<file path="config.mk">
export PLATFORM = sky130hd
export DESIGN_NAME = clk_div_cfg_ctrl_flat
export DESIGN_NICKNAME = d
export VERILOG_FILES = /design/src/rtl/clk_div_cfg_ctrl_pkg.sv /design/src/rtl/clk_div_cfg_ctrl_if.sv /design/src/rtl/clk_div_cfg_ctrl_timer.sv /design/src/rtl/clk_div_cfg_ctrl.sv /design/src/flat_wrapper.sv
export SDC_FILE = /design/constraint.sdc
export NUM_CORES = 1
export LEC_CHECK = 0
export CORE_MARGIN = 3
export CORE_UTILIZATION = 50
export CTS_CLUSTER_DIAMETER = 40
export DETAILED_ROUTE_END_ITERATION = 7
export HOLD_SLACK_MARGIN = 0.03
export PLACE_DENSITY = 0.75
export SLEW_MARGIN = 20
export SYNTH_ARGS = -nofsm -noshare
export SYNTH_HDL_FRONTEND = slang
export SYNTH_SLANG_ARGS = --single-unit
</file>
<file path="constraint.sdc">
create_clock -name i_ref_clk -period 2.2 [get_ports i_ref_clk]
set_input_delay 0.44 -clock i_ref_clk [delete_from_list [all_inputs] [get_ports i_ref_clk]]
set_output_delay 0.44 -clock i_ref_clk [all_outputs]
set_load 0.01 [all_outputs]
</file>
<file path="src/rtl/clk_div_cfg_ctrl_pkg.sv">
// Shared definitions for the clock-divider configuration sequencer:
// FSM state encoding, the reset-default ratio and the settle-counter sizing.
package clk_div_cfg_pkg;

  localparam logic [2:0] ST_IDLE    = 3'd0;
  localparam logic [2:0] ST_QUIESCE = 3'd1;
  localparam logic [2:0] ST_LOAD    = 3'd2;
  localparam logic [2:0] ST_ARM     = 3'd3;
  localparam logic [2:0] ST_DONE    = 3'd4;

  localparam int DEFAULT_RATIO_C = 2;
  localparam int SETTLE_CYC_C    = 4;

  function automatic int settle_cnt_w(input int cyc);
    return $clog2(cyc + 1);
  endfunction

  localparam int SETTLE_W_C = settle_cnt_w(SETTLE_CYC_C);

endpackage

</file>
<file path="src/rtl/clk_div_cfg_ctrl_if.sv">
// Configuration request handshake between a request source (master)
// and the divider configuration sequencer (slave).
interface clk_div_cfg_ctrl_if #(
  parameter int RATIO_WD = 8
) ();

  logic                i_cfg_valid;
  logic                o_cfg_ready;
  logic [RATIO_WD-1:0] i_cfg_ratio;
  logic                i_cfg_enable;

  modport master (
    output i_cfg_valid,
    output i_cfg_ratio,
    output i_cfg_enable,
    input  o_cfg_ready
  );

  modport slave (
    input  i_cfg_valid,
    input  i_cfg_ratio,
    input  i_cfg_enable,
    output o_cfg_ready
  );

endinterface

</file>
<file path="src/rtl/clk_div_cfg_ctrl_timer.sv">
// Loadable down-counter shared by the settle wait and the one-period arm wait.
// Saturates at zero; expire is high in the last cycle of a loaded count.
module clk_div_cfg_timer
  import clk_div_cfg_pkg::*;
#(
  parameter int RATIO_WD = 8
) (
  input  logic                i_ref_clk,
  input  logic                i_rst,
  input  logic                load,
  input  logic [RATIO_WD-1:0] load_val,
  output logic                expire
);

  logic [RATIO_WD-1:0] cnt;

  always_ff @(posedge i_ref_clk) begin
    if (!i_rst) begin
      cnt <= '0;
    end else if (load) begin
      cnt <= load_val;
    end else if (cnt != '0) begin
      cnt <= cnt - 1'b1;
    end
  end

  assign expire = (cnt == RATIO_WD'(1));

endmodule

</file>
<file path="src/rtl/clk_div_cfg_ctrl.sv">
// Sequencer owning the ratio/enable inputs of one integer clock divider.
// Optional range check on requested ratios: define CLK_DIV_CFG_CTRL_RANGE_CHK_EN.
module clk_div_cfg_ctrl
  import clk_div_cfg_pkg::*;
#(
  parameter int                  RATIO_WD      = 8,
  parameter int                  SETTLE_CYC    = 4,
  parameter logic [RATIO_WD-1:0] DEFAULT_RATIO = RATIO_WD'(DEFAULT_RATIO_C),
  parameter int                  MIN_RATIO     = 2,
  parameter int                  MAX_RATIO     = 255
) (
  input  logic                i_ref_clk,
  input  logic                i_rst,
  clk_div_cfg_ctrl_if.slave   cfg,
  output logic [RATIO_WD-1:0] o_div_ratio,
  output logic                o_div_en,
  output logic                o_busy,
  output logic                o_done,
  output logic                o_err
);

  localparam int                  SETTLE_W = settle_cnt_w(SETTLE_CYC);
  localparam logic [SETTLE_W-1:0] SETTLE_V = SETTLE_W'(SETTLE_CYC);

  if ((SETTLE_CYC < 1) || (SETTLE_CYC > 255) || (SETTLE_W > RATIO_WD)) begin : g_bad_settle
    $error("clk_div_cfg_ctrl: SETTLE_CYC out of range for RATIO_WD");
  end
  if (MIN_RATIO > MAX_RATIO) begin : g_bad_range
    $error("clk_div_cfg_ctrl: MIN_RATIO exceeds MAX_RATIO");
  end

  logic [2:0]          state;
  logic [RATIO_WD-1:0] shadow_ratio;
  logic                shadow_en;
  logic                accept;
  logic                same_cfg;
  logic                range_bad;
  logic                tmr_load;
  logic [RATIO_WD-1:0] tmr_val;
  logic                tmr_expire;

  assign accept   = cfg.i_cfg_valid && (state == ST_IDLE);
  assign same_cfg = (cfg.i_cfg_ratio == o_div_ratio) && (cfg.i_cfg_enable == o_div_en);

`ifdef CLK_DIV_CFG_CTRL_RANGE_CHK_EN
  localparam logic [RATIO_WD-1:0] MIN_R = RATIO_WD'(MIN_RATIO);
  localparam logic [RATIO_WD-1:0] MAX_R = RATIO_WD'(MAX_RATIO);
  logic err_q;

  assign range_bad = cfg.i_cfg_enable &&
                     ((cfg.i_cfg_ratio < MIN_R) || (cfg.i_cfg_ratio > MAX_R));

  always_ff @(posedge i_ref_clk) begin
    if (!i_rst) err_q <= 1'b0;
    else        err_q <= accept && range_bad;
  end

  assign o_err = err_q;
`else
  assign range_bad = 1'b0;
  assign o_err     = 1'b0;
`endif

  // One timer serves both waits: settle count on entry to QUIESCE, ratio on LOAD.
  assign tmr_load = (accept && !range_bad && !same_cfg) || (state == ST_LOAD);
  assign tmr_val  = (state == ST_LOAD) ? shadow_ratio : RATIO_WD'(SETTLE_V);

  clk_div_cfg_timer #(
    .RATIO_WD (RATIO_WD)
  ) u_timer (
    .i_ref_clk (i_ref_clk),
    .i_rst     (i_rst),
    .load      (tmr_load),
    .load_val  (tmr_val),
    .expire    (tmr_expire)
  );

  always_ff @(posedge i_ref_clk) begin
    if (!i_rst) begin
      state        <= ST_IDLE;
      o_div_ratio  <= DEFAULT_RATIO;
      o_div_en     <= 1'b0;
      shadow_ratio <= '0;
      shadow_en    <= 1'b0;
    end else begin
      case (state)
        ST_IDLE: begin
          if (accept) begin
            shadow_ratio <= cfg.i_cfg_ratio;
            shadow_en    <= cfg.i_cfg_enable;
            if (range_bad) begin
              state <= ST_IDLE;
            end else if (same_cfg) begin
              state <= ST_DONE;
            end else begin
              state    <= ST_QUIESCE;
              o_div_en <= 1'b0;
            end
          end
        end
        ST_QUIESCE: begin
          if (tmr_expire) begin
            state       <= ST_LOAD;
            o_div_ratio <= shadow_ratio;
          end
        end
        ST_LOAD: begin
          // Ratios 0 and 1 are bypass: loaded but never enabled.
          if (shadow_en && (shadow_ratio >= RATIO_WD'(2))) begin
            state    <= ST_ARM;
            o_div_en <= 1'b1;
          end else begin
            state <= ST_DONE;
          end
        end
        ST_ARM: begin
          if (tmr_expire) state <= ST_DONE;
        end
        ST_DONE: state <= ST_IDLE;
        default: state <= ST_IDLE;
      endcase
    end
  end

  assign cfg.o_cfg_ready = (state == ST_IDLE);
  assign o_busy          = (state != ST_IDLE);
  assign o_done          = (state == ST_DONE);

endmodule

</file>
<file path="src/flat_wrapper.sv">
// flat-port wrapper written by rule: the top's interface ports become plain ports
module clk_div_cfg_ctrl_flat import clk_div_cfg_pkg::*;
#(
  parameter int                  RATIO_WD      = 8,
  parameter int                  SETTLE_CYC    = 4,
  parameter logic [RATIO_WD-1:0] DEFAULT_RATIO = RATIO_WD'(DEFAULT_RATIO_C),
  parameter int                  MIN_RATIO     = 2,
  parameter int                  MAX_RATIO     = 255
)
  (i_ref_clk, i_rst, o_div_ratio, o_div_en, o_busy, o_done, o_err, cfg_i_cfg_valid, cfg_i_cfg_ratio, cfg_i_cfg_enable, cfg_o_cfg_ready);
  clk_div_cfg_ctrl_if #(.RATIO_WD(RATIO_WD)) cfg_i ();
  input  logic i_ref_clk;
  input  logic i_rst;
  output logic [RATIO_WD-1:0] o_div_ratio;
  output logic o_div_en;
  output logic o_busy;
  output logic o_done;
  output logic o_err;
  input wire logic [$bits(cfg_i.i_cfg_valid)-1:0] cfg_i_cfg_valid;
  input wire logic [$bits(cfg_i.i_cfg_ratio)-1:0] cfg_i_cfg_ratio;
  input wire logic [$bits(cfg_i.i_cfg_enable)-1:0] cfg_i_cfg_enable;
  output wire logic [$bits(cfg_i.o_cfg_ready)-1:0] cfg_o_cfg_ready;
  assign cfg_i.i_cfg_valid = cfg_i_cfg_valid;
  assign cfg_i.i_cfg_ratio = cfg_i_cfg_ratio;
  assign cfg_i.i_cfg_enable = cfg_i_cfg_enable;
  assign cfg_o_cfg_ready = cfg_i.o_cfg_ready;
  clk_div_cfg_ctrl #(.RATIO_WD(RATIO_WD), .SETTLE_CYC(SETTLE_CYC), .DEFAULT_RATIO(DEFAULT_RATIO), .MIN_RATIO(MIN_RATIO), .MAX_RATIO(MAX_RATIO)) u_core (.i_ref_clk(i_ref_clk), .i_rst(i_rst), .cfg(cfg_i), .o_div_ratio(o_div_ratio), .o_div_en(o_div_en), .o_busy(o_busy), .o_done(o_done), .o_err(o_err));
endmodule
</file>
==> key figures <==
Clocking
  • CTS Buffer Depth: 2
  • Clock latency on the worst-skew pair: 0.33 ns
  • CTS clk-pin slew, worst paths: 0.09 ns
  • Post-CTS Hold Buffers: 0
  • Root buffer cell: clkbuf_4
  • Post_cts resized: 0
  • CTS tree: yes
  • Sink Count: 29
  • Postcts setup bufs: 0
  • Num CTS Buffers: 5
  • H-tree levels: 2

Yosys
  • Post-Synthesis Cell Area: 1530 µm²
  • Synthesis Warnings: 0
  • Syn Inst Count: 173
  • Largest family of logic cells by synthesized area: simple AND/OR/NAND/NOR gates
  • Seq/Total Area, Yosys: 0.379
  • Net Count, Synth: 187
  • Compound-cell area share of the yosys netlist: 0.180
  • Synth Area per Inst: 8.85 µm²
  • Mux cell area share after synthesis: 0.0523
  • Predominant post-synthesis flop cell: dfxtp_1
  • Synth Area in XOR/XNOR: 0.0687
  • Post-synth ARST share: 0
  • Seq cells post-synth: 29
  • Simple-gate share of the synthesized area: 0.253
  • Number of flops mapped to enable cells by yosys: 0
  • Adder-Cell Fraction of Synth Area: 0.0164
  • Distinct cells, synth: 46

Worst hold path
  • Hold crit path type: reg -> reg
  • Worst Min Path Start: u_core.shadow_en$_SDFFE_PN0P_
  • Hold EP: u_core.shadow_en$_SDFFE_PN0P_
  • Hold path depth: 2

Timing
  • Fin Clk Skew: 0.00738 ns
  • Fin crit share: 0.944
  • Maximum operating frequency: 0.482 GHz
  • Relative slew slack: 0.660
  • Unrepaired setup endpoints after global routing: no
  • Worst Max-Slew Pin Slew: 0.506 ns
  • Minimum clock period: 2.08 ns
  • Max Slew Vio Count: 0
  • Setup violators final: 0
  • Worst setup margin: 0.123 ns
  • Final hold vios: 0
  • Setup TNS: 0 ns

GRT
  • Grt total ovfl: 0
  • Pin count of the biggest net entering global routing: 20
  • Vias in the first global route: 1,305
  • Antenna violations before repair: 0
  • First-pass GRT wire length: 6.12 mm
  • Gr usage total: 0.222

Worst setup path
  • Slowest-stage cell, CP: clkdlybuf4s50_1
  • CP Class: reg -> out
  • Worst reg-to-reg setup slack: 0.40 ns
  • Reg-to-reg endpoint: u_core.o_div_ratio[1]$_SDFFE_PN1P_
  • Crit-path cells: nor3_2 > clkdlybuf4s50_1
  • WP data required: 1.76 ns
  • Setup crit start kind: register
  • R2R cell count: 4
  • Worst Path Buf+Inv: 1
  • Critical path arrival: 1.64 ns
  • Reg2reg start: u_core.u_timer.cnt[4]$_SDFFE_PN0P_
  • Max incr delay on CP: 0.60 ns
  • Crit path max-delay family: buffers and inverters
  • Setup crit end kind: output port
  • CP max FO: 8

Final layout
  • Post-Layout Inst Area: 1820 µm²
  • Nets: 212
  • Inserted Diodes: 0
  • Multi-input logic area: 877 µm²
  • Fin util: 0.642
  • Storage cell area: 581 µm²
  • Share of cells above drive strength 1: 0.0955
  • Layout overhead on the synthesized area: 18.7%
  • Fillers: 244

Detailed routing
  • Total Wirelength: 3.44 mm
  • DRC violations left: 0
  • Routed Antenna Nets: 0
  • Vias/cell: 5.88
  • Initial DRT Pass Iterations: 4
  • Wirelength per Cell: 14.9 µm
  • Initial DRC count: 83
  • DR vias: 1,352

Floorplan
  • Top Ports: 25
  • Die Ht: 61.3 µm
  • Starting Density: 0.541
  • Num rows: 19
  • Total core area: 2830 µm²
  • Die X: 61.3 µm
  • Die area: 3760 µm²

Pwr
  • Maximum VDD drop: 0.489 mV
  • Pleak: 0.731 nW
  • Cell area power density: 1050 nW/µm²
  • Tot Pwr: 1.91 mW

Placement
  • Post-place setup slack: 0.162 ns
  • Placer Congestion: 0.835
  • Placed cell area: 1770 µm²
  • Hpwl dp: 2.58 mm
  • Port bufs: 23

Flow run
  • Max-Cap Viols: 0

Status
  • Status: finished, final reports clean
-- worst max-delay path by stage --
stage | endpoint | cells past startpoint | slack [ns] | from
final | cfg_o_cfg_ready | 2 | 0.12 | u_core.state[0]$_SDFFE_PN0P_
after global routing | o_done | 3 | 0.04 | u_core.state[2]$_SDFFE_PN0P_
after CTS | o_busy | 3 | 0.12 | u_core.state[2]$_SDFFE_PN0P_
after detailed placement | u_core.u_timer.cnt[2]$_SDFFE_PN0P_ | 5 | 0.16 | cfg_i_cfg_ratio[0]
after global placement | u_core.u_timer.cnt[2]$_SDFFE_PN0P_ | 5 | 0.19 | cfg_i_cfg_ratio[0]
after floorplan | u_core.u_timer.cnt[4]$_SDFFE_PN0P_ | 6 | 0.64 | u_core.u_timer.cnt[0]$_SDFFE_PN0P_
-- logic make-up after synthesis --
family,Yosys count
flops,29
compound gates,38
simple gates,69
buf+inv,14
xor+xnor,12
fa+ha+maj,2
mux,8
other cells,1
-- synth_stat cells, types with 2 or more instances --
cell type  number  area [µm²]
o21ai_0         6        30.0
and4_1          2        17.5
and2_1          2        12.5
a31oi_1         2        12.5
a21oi_1        11        55.1
ha_1            2        25.0
a211oi_1        2        15.0
o21a_1          2        15.0
inv_1           6        22.5
nand2_1        29         109
nor4_4          3        63.8
clkbuf_1        2        7.51
mux2i_1         8        80.1
nor3_1          6        30.0
o211ai_1        2        15.0
nor2_1         12        45.0
nand3_1         4        20.0
xor2_1          9        78.8
xnor2_1         3        26.3
nor3b_1         2        15.0
buf_6           2        22.5
o31ai_1         4        30.0
dfxtp_1        29         581
-- state kept, by name (all words and copies together) (netlist names) --
register and cells:
u_core.state 3, u_core.shadow_en 1, u_core.u_timer.cnt 8, u_core.o_div_ratio 8, u_core.shadow_ratio 8, u_core.o_div_en 1
-- area by class of cell --
cell class,count,area share
inverters,7,0.0145
multi-input cells,130,0.483
flip-flops and latches,29,0.320
well taps,31,0.0213
clock buffers,8,0.0269
repair buffers,25,0.135
-- metal layers --
layer / part of all wire / routed length, µm / vias up / global-route usage
met3: 0.062 / 214 / 2 / 0.0629
met2: 0.50 / 1710 / 50 / 0.367
li1: - / - / 666 / -
met5: 0 / 0 / - / 0
met1: 0.43 / 1490 / 634 / 0.281
met4: 0.0058 / 20 / 0 / 0.0650
-- worst register-to-register path, cell delays in order, from the launching register on --
cell     delay (ns)
dfxtp_1        0.42
nor4_4         0.47
nand4_2        0.45
mux2i_1        0.27
nand2_1        0.08
-- power by group --
group          switching [mW]  total [mW]  leakage, nW  internal (mW)
Sequential              0.135       0.748        0.237          0.613
Combinational           0.459       0.860        0.468          0.401
Clock                   0.175       0.302       0.0265          0.127
-- stage by stage --
stage / hold slack (ns) / cells
2_1_floorplan: 0.432 / 173
3_3_place_gp: 0.441 / 222
3_5_place_dp: 0.452 / 222
4_1_cts: 0.464 / 230
5_1_grt: 0.502 / 230
6_report: 0.462 / 230
-- cell usage in the layout, fill, tap and decap left out, types with 2 or more instances in the layout --
cell type / instances
a211oi_1: 2
a21oi_1: 11
a31oi_1: 2
and2_1: 2
and4_1: 2
buf_4: 2
clkbuf_1: 3
clkbuf_4: 5
clkdlybuf4s50_1: 23
dfxtp_1: 29
ha_1: 2
inv_1: 6
mux2i_1: 8
nand2_1: 29
nand3_1: 4
nor2_1: 12
nor3_1: 6
nor3b_1: 2
nor4_4: 3
o211ai_1: 2
o21a_1: 2
o21ai_0: 6
o31ai_1: 4
xnor2_1: 3
xor2_1: 9
No activity file was read; power rests on OpenSTA's default activity.
